**config.mk**
```make
export PLATFORM = sky130hd
export DESIGN_NAME = rsa_unit_flat
export DESIGN_NICKNAME = d
export VERILOG_FILES = /design/src/rtl/rsa_pkg.sv /design/src/rtl/rsa_unit_if.sv /design/src/rtl/rsa_modmul.sv /design/src/rtl/rsa_unit.sv /design/src/flat_wrapper.sv
export SDC_FILE = /design/constraint.sdc
export NUM_CORES = 1
export LEC_CHECK = 0
export BUFFER_PORTS_ARGS = -buffer_cell sky130_fd_sc_hd__buf_2
export CORE_MARGIN = 2
export CORE_UTILIZATION = 40
export DETAILED_ROUTE_END_ITERATION = 8
export SYNTH_ARGS = -nofsm -noshare
export SYNTH_HDL_FRONTEND = slang
export SYNTH_SLANG_ARGS = --single-unit
```
**constraint.sdc**
```tcl
create_clock -name clk -period 8.8 [get_ports clk]
set_clock_uncertainty 0.1 [all_clocks]
set_input_delay 0.88 -clock clk [delete_from_list [all_inputs] [get_ports clk]]
set_output_delay 0.88 -clock clk [all_outputs]
set_load 0.1 [all_outputs]
```
**src/rtl/rsa_pkg.sv**
```systemverilog
// Shared types and defaults for the RSA modular-exponentiation unit.
package rsa_pkg;
  localparam int unsigned RSA_WIDTH = 8;

  typedef enum logic [1:0] {
    IDLE,
    LOAD,
    MUL,
    DONE
  } rsa_state_e;
endpackage

```
**src/rtl/rsa_unit_if.sv**
```systemverilog
// Control/data bundle between the control FSM (master) and rsa_unit (slave).
interface rsa_unit_if #(
  parameter int unsigned WIDTH = rsa_pkg::RSA_WIDTH
);
  logic             en_rsa;
  logic             rst_rsa;
  logic [WIDTH-1:0] plain_text;
  logic [WIDTH-1:0] exp_key;
  logic [WIDTH-1:0] modulus;
  logic [WIDTH-1:0] cipher_text;
  logic             eoc_rsa_unit;
  logic             err;

  modport master (
    output en_rsa, rst_rsa, plain_text, exp_key, modulus,
    input  cipher_text, eoc_rsa_unit, err
  );

  modport slave (
    input  en_rsa, rst_rsa, plain_text, exp_key, modulus,
    output cipher_text, eoc_rsa_unit, err
  );
endinterface

```
**src/rtl/rsa_modmul.sv**
```systemverilog
// Interleaved MSB-first modular multiplier: prod = a*b mod m in WIDTH enabled cycles.
// The start cycle already consumes a[WIDTH-1]; done/prod are valid combinationally
// during the last cycle so the caller can capture on the WIDTH-th edge.
module rsa_modmul
  import rsa_pkg::*;
#(
  parameter int unsigned WIDTH = RSA_WIDTH
) (
  input  logic             clk,
  input  logic             rstb,
  input  logic             ce,
  input  logic             clr,
  input  logic             start,
  input  logic [WIDTH-1:0] a,
  input  logic [WIDTH-1:0] b,
  input  logic [WIDTH-1:0] m,
  output logic             busy,
  output logic             done,
  output logic [WIDTH-1:0] prod
);
  localparam int unsigned CW = $clog2(WIDTH);
  localparam logic [CW-1:0] LAST = CW'(WIDTH - 1);

  logic [WIDTH+1:0] acc_q, acc_d, acc_in, s0, s1, s2;
  logic [WIDTH-1:0] a_q, a_d;
  logic [CW-1:0]    cnt_q, cnt_d;
  logic             busy_q, busy_d;
  logic             a_bit;

  // One shift-add-reduce step; acc stays below m so two subtractions suffice.
  always_comb begin
    acc_in = start ? '0 : acc_q;
    a_bit  = start ? a[WIDTH-1] : a_q[WIDTH-1];
    s0     = (acc_in << 1) + (a_bit ? {2'b00, b} : '0);
    s1     = (s0 >= {2'b00, m}) ? s0 - {2'b00, m} : s0;
    s2     = (s1 >= {2'b00, m}) ? s1 - {2'b00, m} : s1;
    prod   = s2[WIDTH-1:0];
    busy   = busy_q;
    done   = busy_q && (cnt_q == LAST);
  end

  // Next-state for accumulator, multiplier shift register and bit counter.
  always_comb begin
    acc_d  = acc_q;
    a_d    = a_q;
    cnt_d  = cnt_q;
    busy_d = busy_q;
    if (clr) begin
      acc_d  = '0;
      a_d    = '0;
      cnt_d  = '0;
      busy_d = 1'b0;
    end else if (ce) begin
      if (start) begin
        acc_d  = s2;
        a_d    = a << 1;
        cnt_d  = CW'(1);
        busy_d = 1'b1;
      end else if (busy_q) begin
        a_d = a_q << 1;
        if (cnt_q == LAST) begin
          acc_d  = '0;
          cnt_d  = '0;
          busy_d = 1'b0;
        end else begin
          acc_d = s2;
          cnt_d = cnt_q + CW'(1);
        end
      end
    end
  end

  // State registers.
  always_ff @(posedge clk or negedge rstb) begin
    if (!rstb) begin
      acc_q  <= '0;
      a_q    <= '0;
      cnt_q  <= '0;
      busy_q <= 1'b0;
    end else begin
      acc_q  <= acc_d;
      a_q    <= a_d;
      cnt_q  <= cnt_d;
      busy_q <= busy_d;
    end
  end
endmodule

```
**src/rtl/rsa_unit.sv**
```systemverilog
// C = P^E mod M by right-to-left square-and-multiply, constant time in E.
module rsa_unit
  import rsa_pkg::*;
#(
  parameter int unsigned WIDTH = RSA_WIDTH
) (
  input  logic   clk,
  input  logic   rstb,
  input  logic   ena,
  rsa_unit_if.slave bus
);
  localparam int unsigned BW = $clog2(WIDTH);
  localparam logic [BW-1:0] LAST_BIT = BW'(WIDTH - 1);

  rsa_state_e       state_q, state_d;
  logic [WIDTH-1:0] p_q, p_d, e_q, e_d, m_q, m_d;
  logic [WIDTH-1:0] res_q, res_d, base_q, base_d, cipher_q, cipher_d;
  logic [BW-1:0]    bit_q, bit_d;
  logic             eoc_q, eoc_d, err_q, err_d;

  logic             mm_ce, mm_clr, mm_start, step_done;
  logic             sq_busy, sq_done, mul_busy, mul_done;
  logic [WIDTH-1:0] sq_prod, mul_prod;

  // Both multipliers run in lockstep; pausing or soft reset reaches them too.
  always_comb begin
    mm_clr    = ena && !bus.rst_rsa;
    mm_ce     = ena && bus.rst_rsa && bus.en_rsa && (state_q == MUL);
    mm_start  = (state_q == MUL) && !(sq_busy || mul_busy);
    step_done = sq_done && mul_done;
  end

  rsa_modmul #(.WIDTH(WIDTH)) u_square (
    .clk(clk), .rstb(rstb), .ce(mm_ce), .clr(mm_clr), .start(mm_start),
    .a(base_q), .b(base_q), .m(m_q),
    .busy(sq_busy), .done(sq_done), .prod(sq_prod)
  );

  rsa_modmul #(.WIDTH(WIDTH)) u_multiply (
    .clk(clk), .rstb(rstb), .ce(mm_ce), .clr(mm_clr), .start(mm_start),
    .a(res_q), .b(base_q), .m(m_q),
    .busy(mul_busy), .done(mul_done), .prod(mul_prod)
  );

  // Control FSM and datapath next-state; soft reset wins over run enable.
  always_comb begin
    state_d  = state_q;
    p_d      = p_q;
    e_d      = e_q;
    m_d      = m_q;
    res_d    = res_q;
    base_d   = base_q;
    bit_d    = bit_q;
    cipher_d = cipher_q;
    eoc_d    = eoc_q;
    err_d    = err_q;
    if (ena) begin
      if (!bus.rst_rsa) begin
        state_d  = IDLE;
        p_d      = '0;
        e_d      = '0;
        m_d      = '0;
        res_d    = '0;
        base_d   = '0;
        bit_d    = '0;
        cipher_d = '0;
        eoc_d    = 1'b0;
        err_d    = 1'b0;
      end else begin
        case (state_q)
          IDLE: if (bus.en_rsa) begin
            p_d     = bus.plain_text;
            e_d     = bus.exp_key;
            m_d     = bus.modulus;
            state_d = LOAD;
          end
          LOAD: if (bus.en_rsa) begin
            if ((m_q < WIDTH'(2)) || (p_q >= m_q)) begin
              state_d  = DONE;
              err_d    = 1'b1;
              eoc_d    = 1'b1;
              cipher_d = '0;
            end else begin
              state_d = MUL;
              res_d   = WIDTH'(1);
              base_d  = p_q;
              bit_d   = '0;
            end
          end
          MUL: if (bus.en_rsa && step_done) begin
            // Exponent is consumed LSB first by shifting e_q right each step.
            base_d = sq_prod;
            if (e_q[0]) res_d = mul_prod;
            e_d = e_q >> 1;
            if (bit_q == LAST_BIT) begin
              state_d  = DONE;
              eoc_d    = 1'b1;
              cipher_d = e_q[0] ? mul_prod : res_q;
            end else begin
              bit_d = bit_q + BW'(1);
            end
          end
          default: ;
        endcase
      end
    end
  end

  // State registers.
  always_ff @(posedge clk or negedge rstb) begin
    if (!rstb) begin
      state_q  <= IDLE;
      p_q      <= '0;
      e_q      <= '0;
      m_q      <= '0;
      res_q    <= '0;
      base_q   <= '0;
      bit_q    <= '0;
      cipher_q <= '0;
      eoc_q    <= 1'b0;
      err_q    <= 1'b0;
    end else begin
      state_q  <= state_d;
      p_q      <= p_d;
      e_q      <= e_d;
      m_q      <= m_d;
      res_q    <= res_d;
      base_q   <= base_d;
      bit_q    <= bit_d;
      cipher_q <= cipher_d;
      eoc_q    <= eoc_d;
      err_q    <= err_d;
    end
  end

  assign bus.cipher_text  = cipher_q;
  assign bus.eoc_rsa_unit = eoc_q;
  assign bus.err          = err_q;
endmodule

```
**src/flat_wrapper.sv**
```systemverilog
// flat-port wrapper written by rule: the top's interface ports become plain ports
module rsa_unit_flat import rsa_pkg::*;
#(
  parameter int unsigned WIDTH = RSA_WIDTH
)
  (clk, rstb, ena, bus_en_rsa, bus_rst_rsa, bus_plain_text, bus_exp_key, bus_modulus, bus_cipher_text, bus_eoc_rsa_unit, bus_err);
  rsa_unit_if #(.WIDTH(WIDTH)) bus_i ();
  input  logic clk;
  input  logic rstb;
  input  logic ena;
  input wire logic [$bits(bus_i.en_rsa)-1:0] bus_en_rsa;
  input wire logic [$bits(bus_i.rst_rsa)-1:0] bus_rst_rsa;
  input wire logic [$bits(bus_i.plain_text)-1:0] bus_plain_text;
  input wire logic [$bits(bus_i.exp_key)-1:0] bus_exp_key;
  input wire logic [$bits(bus_i.modulus)-1:0] bus_modulus;
  output wire logic [$bits(bus_i.cipher_text)-1:0] bus_cipher_text;
  output wire logic [$bits(bus_i.eoc_rsa_unit)-1:0] bus_eoc_rsa_unit;
  output wire logic [$bits(bus_i.err)-1:0] bus_err;
  assign bus_i.en_rsa = bus_en_rsa;
  assign bus_i.rst_rsa = bus_rst_rsa;
  assign bus_i.plain_text = bus_plain_text;
  assign bus_i.exp_key = bus_exp_key;
  assign bus_i.modulus = bus_modulus;
  assign bus_cipher_text = bus_i.cipher_text;
  assign bus_eoc_rsa_unit = bus_i.eoc_rsa_unit;
  assign bus_err = bus_i.err;
  rsa_unit #(.WIDTH(WIDTH)) u_core (.clk(clk), .rstb(rstb), .ena(ena), .bus(bus_i));
endmodule
```
==> run_results.csv <==
group,metric,value,unit
drt,drtIter0Drc,368,
synth,ys.flop_type,"dfrtp_1",
clock_network,cts_buffer_depth,2,
timing,tns,0,ns
timing,post-route-period-util,85.66,%
place,place.port_buffers,38,
floorplan,fp.dieW,139.4,um
synth,yosysTopAreaCell,"dfrtp_1",
timing,finalHoldViolations,0,
clock_network,cts-buffers-inserted,9,
floorplan,core_area,0.01796,sq mm
synth,synth_top_family_by_area,"compound AO/OA/AOI/OAI gates",
timing,fmax,132.7,MHz
drt,maxUsedRoutingLayer,"met4",
drt,wl_met3,580,um
finish,syn2layout_area_growth,9.502,%
clock_network,cts_setup_buffers,0,
worst_setup_path,cp-end-kind,"flop",
worst_setup_path,crit_top_cell,"ha_1",
place,dp_hpwl,14680,um
synth,ys_types,78,
drt,wl_per_cell,17.98,um
global_route,antenna_found_initial,0,
synth,synth_seq_cells,95,
clock_network,root_buffer,"clkbuf_16",
synth,synthSimpleGateAreaFrac,16.96,%
finish,num-nets-final,925,
synth,synth_mux_area_share,6.261,%
timing,setup_violations,0,
place,gp_congestion,0.8693,
worst_setup_path,critPathSlowestCell,"and4b_1",
worst_setup_path,critPathMaxFanout,9,
synth,synth_top_area_share,32.41,%
global_route,grt_pass1_wl,31680,um
floorplan,initial_utilization,40.83,%
clock_network,ctsHtreeMaxLevel,3,
flow_run,cap_violations,0,
finish,antenna_cells,0,
outcome,status,"finished, final reports clean",
clock_network,cts.hold.buffers_added,0,
synth,synth_xor_area_share,2.985,%
synth,synth-compound-area-share,25.11,%
floorplan,dieArea,0.01944,sq mm
worst_setup_path,worstPathRequired,8.97,ns
synth,syn_avg_cell_area,9.168,sq um
timing,relSlewSlack,27.53,%
drt,post-route-drc-count,0,
synth,syn-instance-count,800,
timing,fin_crit,7.538,ns
drt,viasPerCell,5.724,
clock_network,tritoncts,"done",
drt,ant_nets,0,
clock_network,clock_sinks,95,
synth,synthAdderAreaFrac,12.38,%
synth,synth_area_leaders,"dfrtp_1 (32%), ha_1 (11%), mux2i_1 (4.8%)",
drt,dr_wl_met2,9112,um
worst_setup_path,worstPathArrival,7.70,ns
global_route,grt-ovfl-total,0,
clock_network,clk_transition_reported_paths,0.07,ns
synth,ys_seq_area_share,32.41,%
synth,synth_edf_count,0,
timing,rsz0062_at_grt,"no",
synth,netlist_area,0.007335,sq mm
drt,vias,6073,
floorplan,rows,49,
finish,fillers,1765,
clock_network,clock_latency,0.35,ns
place,dpl_worst_slack,1.284,ns
timing,layout_setup_ws,1.262,ns
synth,async_reset_ff_share,100.0,%
clock_network,postCtsResizedCells,0,
drt,wl_met1,9232,um
finish,layout-drive-gt1-share,11.30,%
min_path,hold_class,"in -> async",
global_route,gr-usage-all-layers,20.28,%
floorplan,die_h,139.4,um
global_route,grt_start_max_net_pins,60,
synth,synth_nets,898,
floorplan,pin_count,39,
drt,dr.pass1.iters,5,
timing,max_slew.worst_pin.slew,1.083,ns
synth,synth_warnings,0,
global_route,first_global_vias,6019,
drt,wl,19080,um
worst_setup_path,max_stage_delay,0.55,ns
worst_setup_path,path_class,"reg -> reg",
worst_setup_path,start_kind,"flop",
timing,slew_viol_final,0,
## per-layer routing
layer / track usage (%) / up-vias
met5: 0 / -
met4: 4.040 / 0
met3: 2.374 / 13
met2: 33.59 / 123
met1: 28.81 / 2926
li1: - / 3011
## cells in the final DEF (no fill, tap or decap), drive strengths merged, types with 12 or more instances in the layout
master and instances:
nor2 49, nor3 13, buf 45, ha 63, xnor2 19, mux2i 35, o21a 17, o31ai 15
nor2b 25, and2 14, a21oi 32, nand3 20, clkbuf 12, inv 41, o21ai 65, a22o 39
a21o 18, dfrtp 95, nand2 77, nand2b 12
## layout make-up
cell class | instances | area, sq um | area share [%]
clock buffer | 12 | 246.5 | 3.069
clock inverter | 4 | 53.80 | 0.6699
inverter | 40 | 150.1 | 1.869
multi-input combinational | 636 | 4672 | 58.17
sequential | 95 | 2377 | 29.60
tap | 229 | 286.5 | 3.568
timing repair buffer | 45 | 245.2 | 3.053
## cell families (layout without fill, tap and decap cells)
| family | Yosys count | in the layout |
|---|---|---|
| buffers and inverters | 69 | 101 |
| multiplexers | 44 | 44 |
| AND/OR/NAND/NOR | 246 | 246 |
| AO/OA/AOI/OAI | 252 | 252 |
| adder cells (fa/ha/maj) | 69 | 69 |
| flip-flops | 95 | 95 |
| XOR/XNOR | 25 | 25 |
## synthesized netlist by cell type (18+ instances only)
| cell type | n |
|---|---|
| a21oi_1 | 31 |
| ha_1 | 63 |
| nand3_1 | 19 |
| xnor2_1 | 19 |
| o21ai_0 | 51 |
| mux2i_1 | 35 |
| nor2b_1 | 25 |
| nor2_1 | 49 |
| a21o_1 | 18 |
| nand2_1 | 75 |
| dfrtp_1 | 95 |
| a22o_1 | 39 |
| inv_1 | 38 |
| clkbuf_1 | 21 |
## worst max-delay path, delay by kind of cell (launching register included)
family / cells / cell delay (ns)
AOI/OAI and AO/OA: 7 / 1.21
xor gates and xnor gates: 1 / 0.15
adders and majority gates: 6 / 1.55
buffers and inverters: 2 / 0.16
DFF: 1 / 0.40
muxes: 3 / 1.18
and+or+nand+nor: 12 / 2.66
## worst paths after layout
| check | startpoint | end | slack (ns) | cells past startpoint |
|---|---|---|---|---|
| max | u_core.state_q[0]$_DFFE_PN0P_ | u_core.base_q[1]$_DFFE_PN0P_ | 1.26 | 31 |
| min | rstb | u_core.bit_q[2]$_DFFE_PN0P_ | 0.37 | 1 |
| max reg2reg | u_core.state_q[0]$_DFFE_PN0P_ | u_core.base_q[1]$_DFFE_PN0P_ | 1.26 | 31 |
| min reg2reg | u_core.u_multiply.a_q[7]$_DFFE_PN0P_ | u_core.u_multiply.a_q[7]$_DFFE_PN0P_ | 0.38 | 2 |
| max in group asynchronous | rstb | u_core.u_square.acc_q[7]$_DFFE_PN0P_ | 7.10 | 2 |
| min in group clk | u_core.u_multiply.a_q[7]$_DFFE_PN0P_ | u_core.u_multiply.a_q[7]$_DFFE_PN0P_ | 0.38 | 2 |
## sequential cells by signal, summed over array words and instances (netlist names), 3 cells and up
register and count:
u_core.u_square.acc_q 9, u_core.m_q 8, u_core.res_q 8, u_core.u_square.cnt_q 3, u_core.u_multiply.acc_q 9, u_core.bit_q 3, u_core.p_q 8, u_core.u_square.a_q 7
u_core.e_q 8, u_core.base_q 8, u_core.u_multiply.cnt_q 3, u_core.u_multiply.a_q 7, u_core.bus.cipher_text 8
## stage by stage
| step | cells | hold WS, ns | util (%) | area (sq um) |
|---|---|---|---|---|
| 2_1_floorplan | 800 | 0.3418 | - | 7335 |
| 3_3_place_gp | 1045 | 0.3568 | 43.04 | 7731 |
| 3_5_place_dp | 1045 | 0.3683 | 43.04 | 7731 |
| 4_1_cts | 1061 | 0.3828 | 44.71 | 8031 |
| 5_1_grt | 1061 | 0.4073 | 44.71 | 8031 |
| 6_report | 1061 | 0.3738 | 44.71 | 8031 |
Power is not shown: default switching activity piles up to over one toggle a cycle in this logic, so the estimate is an artifact.
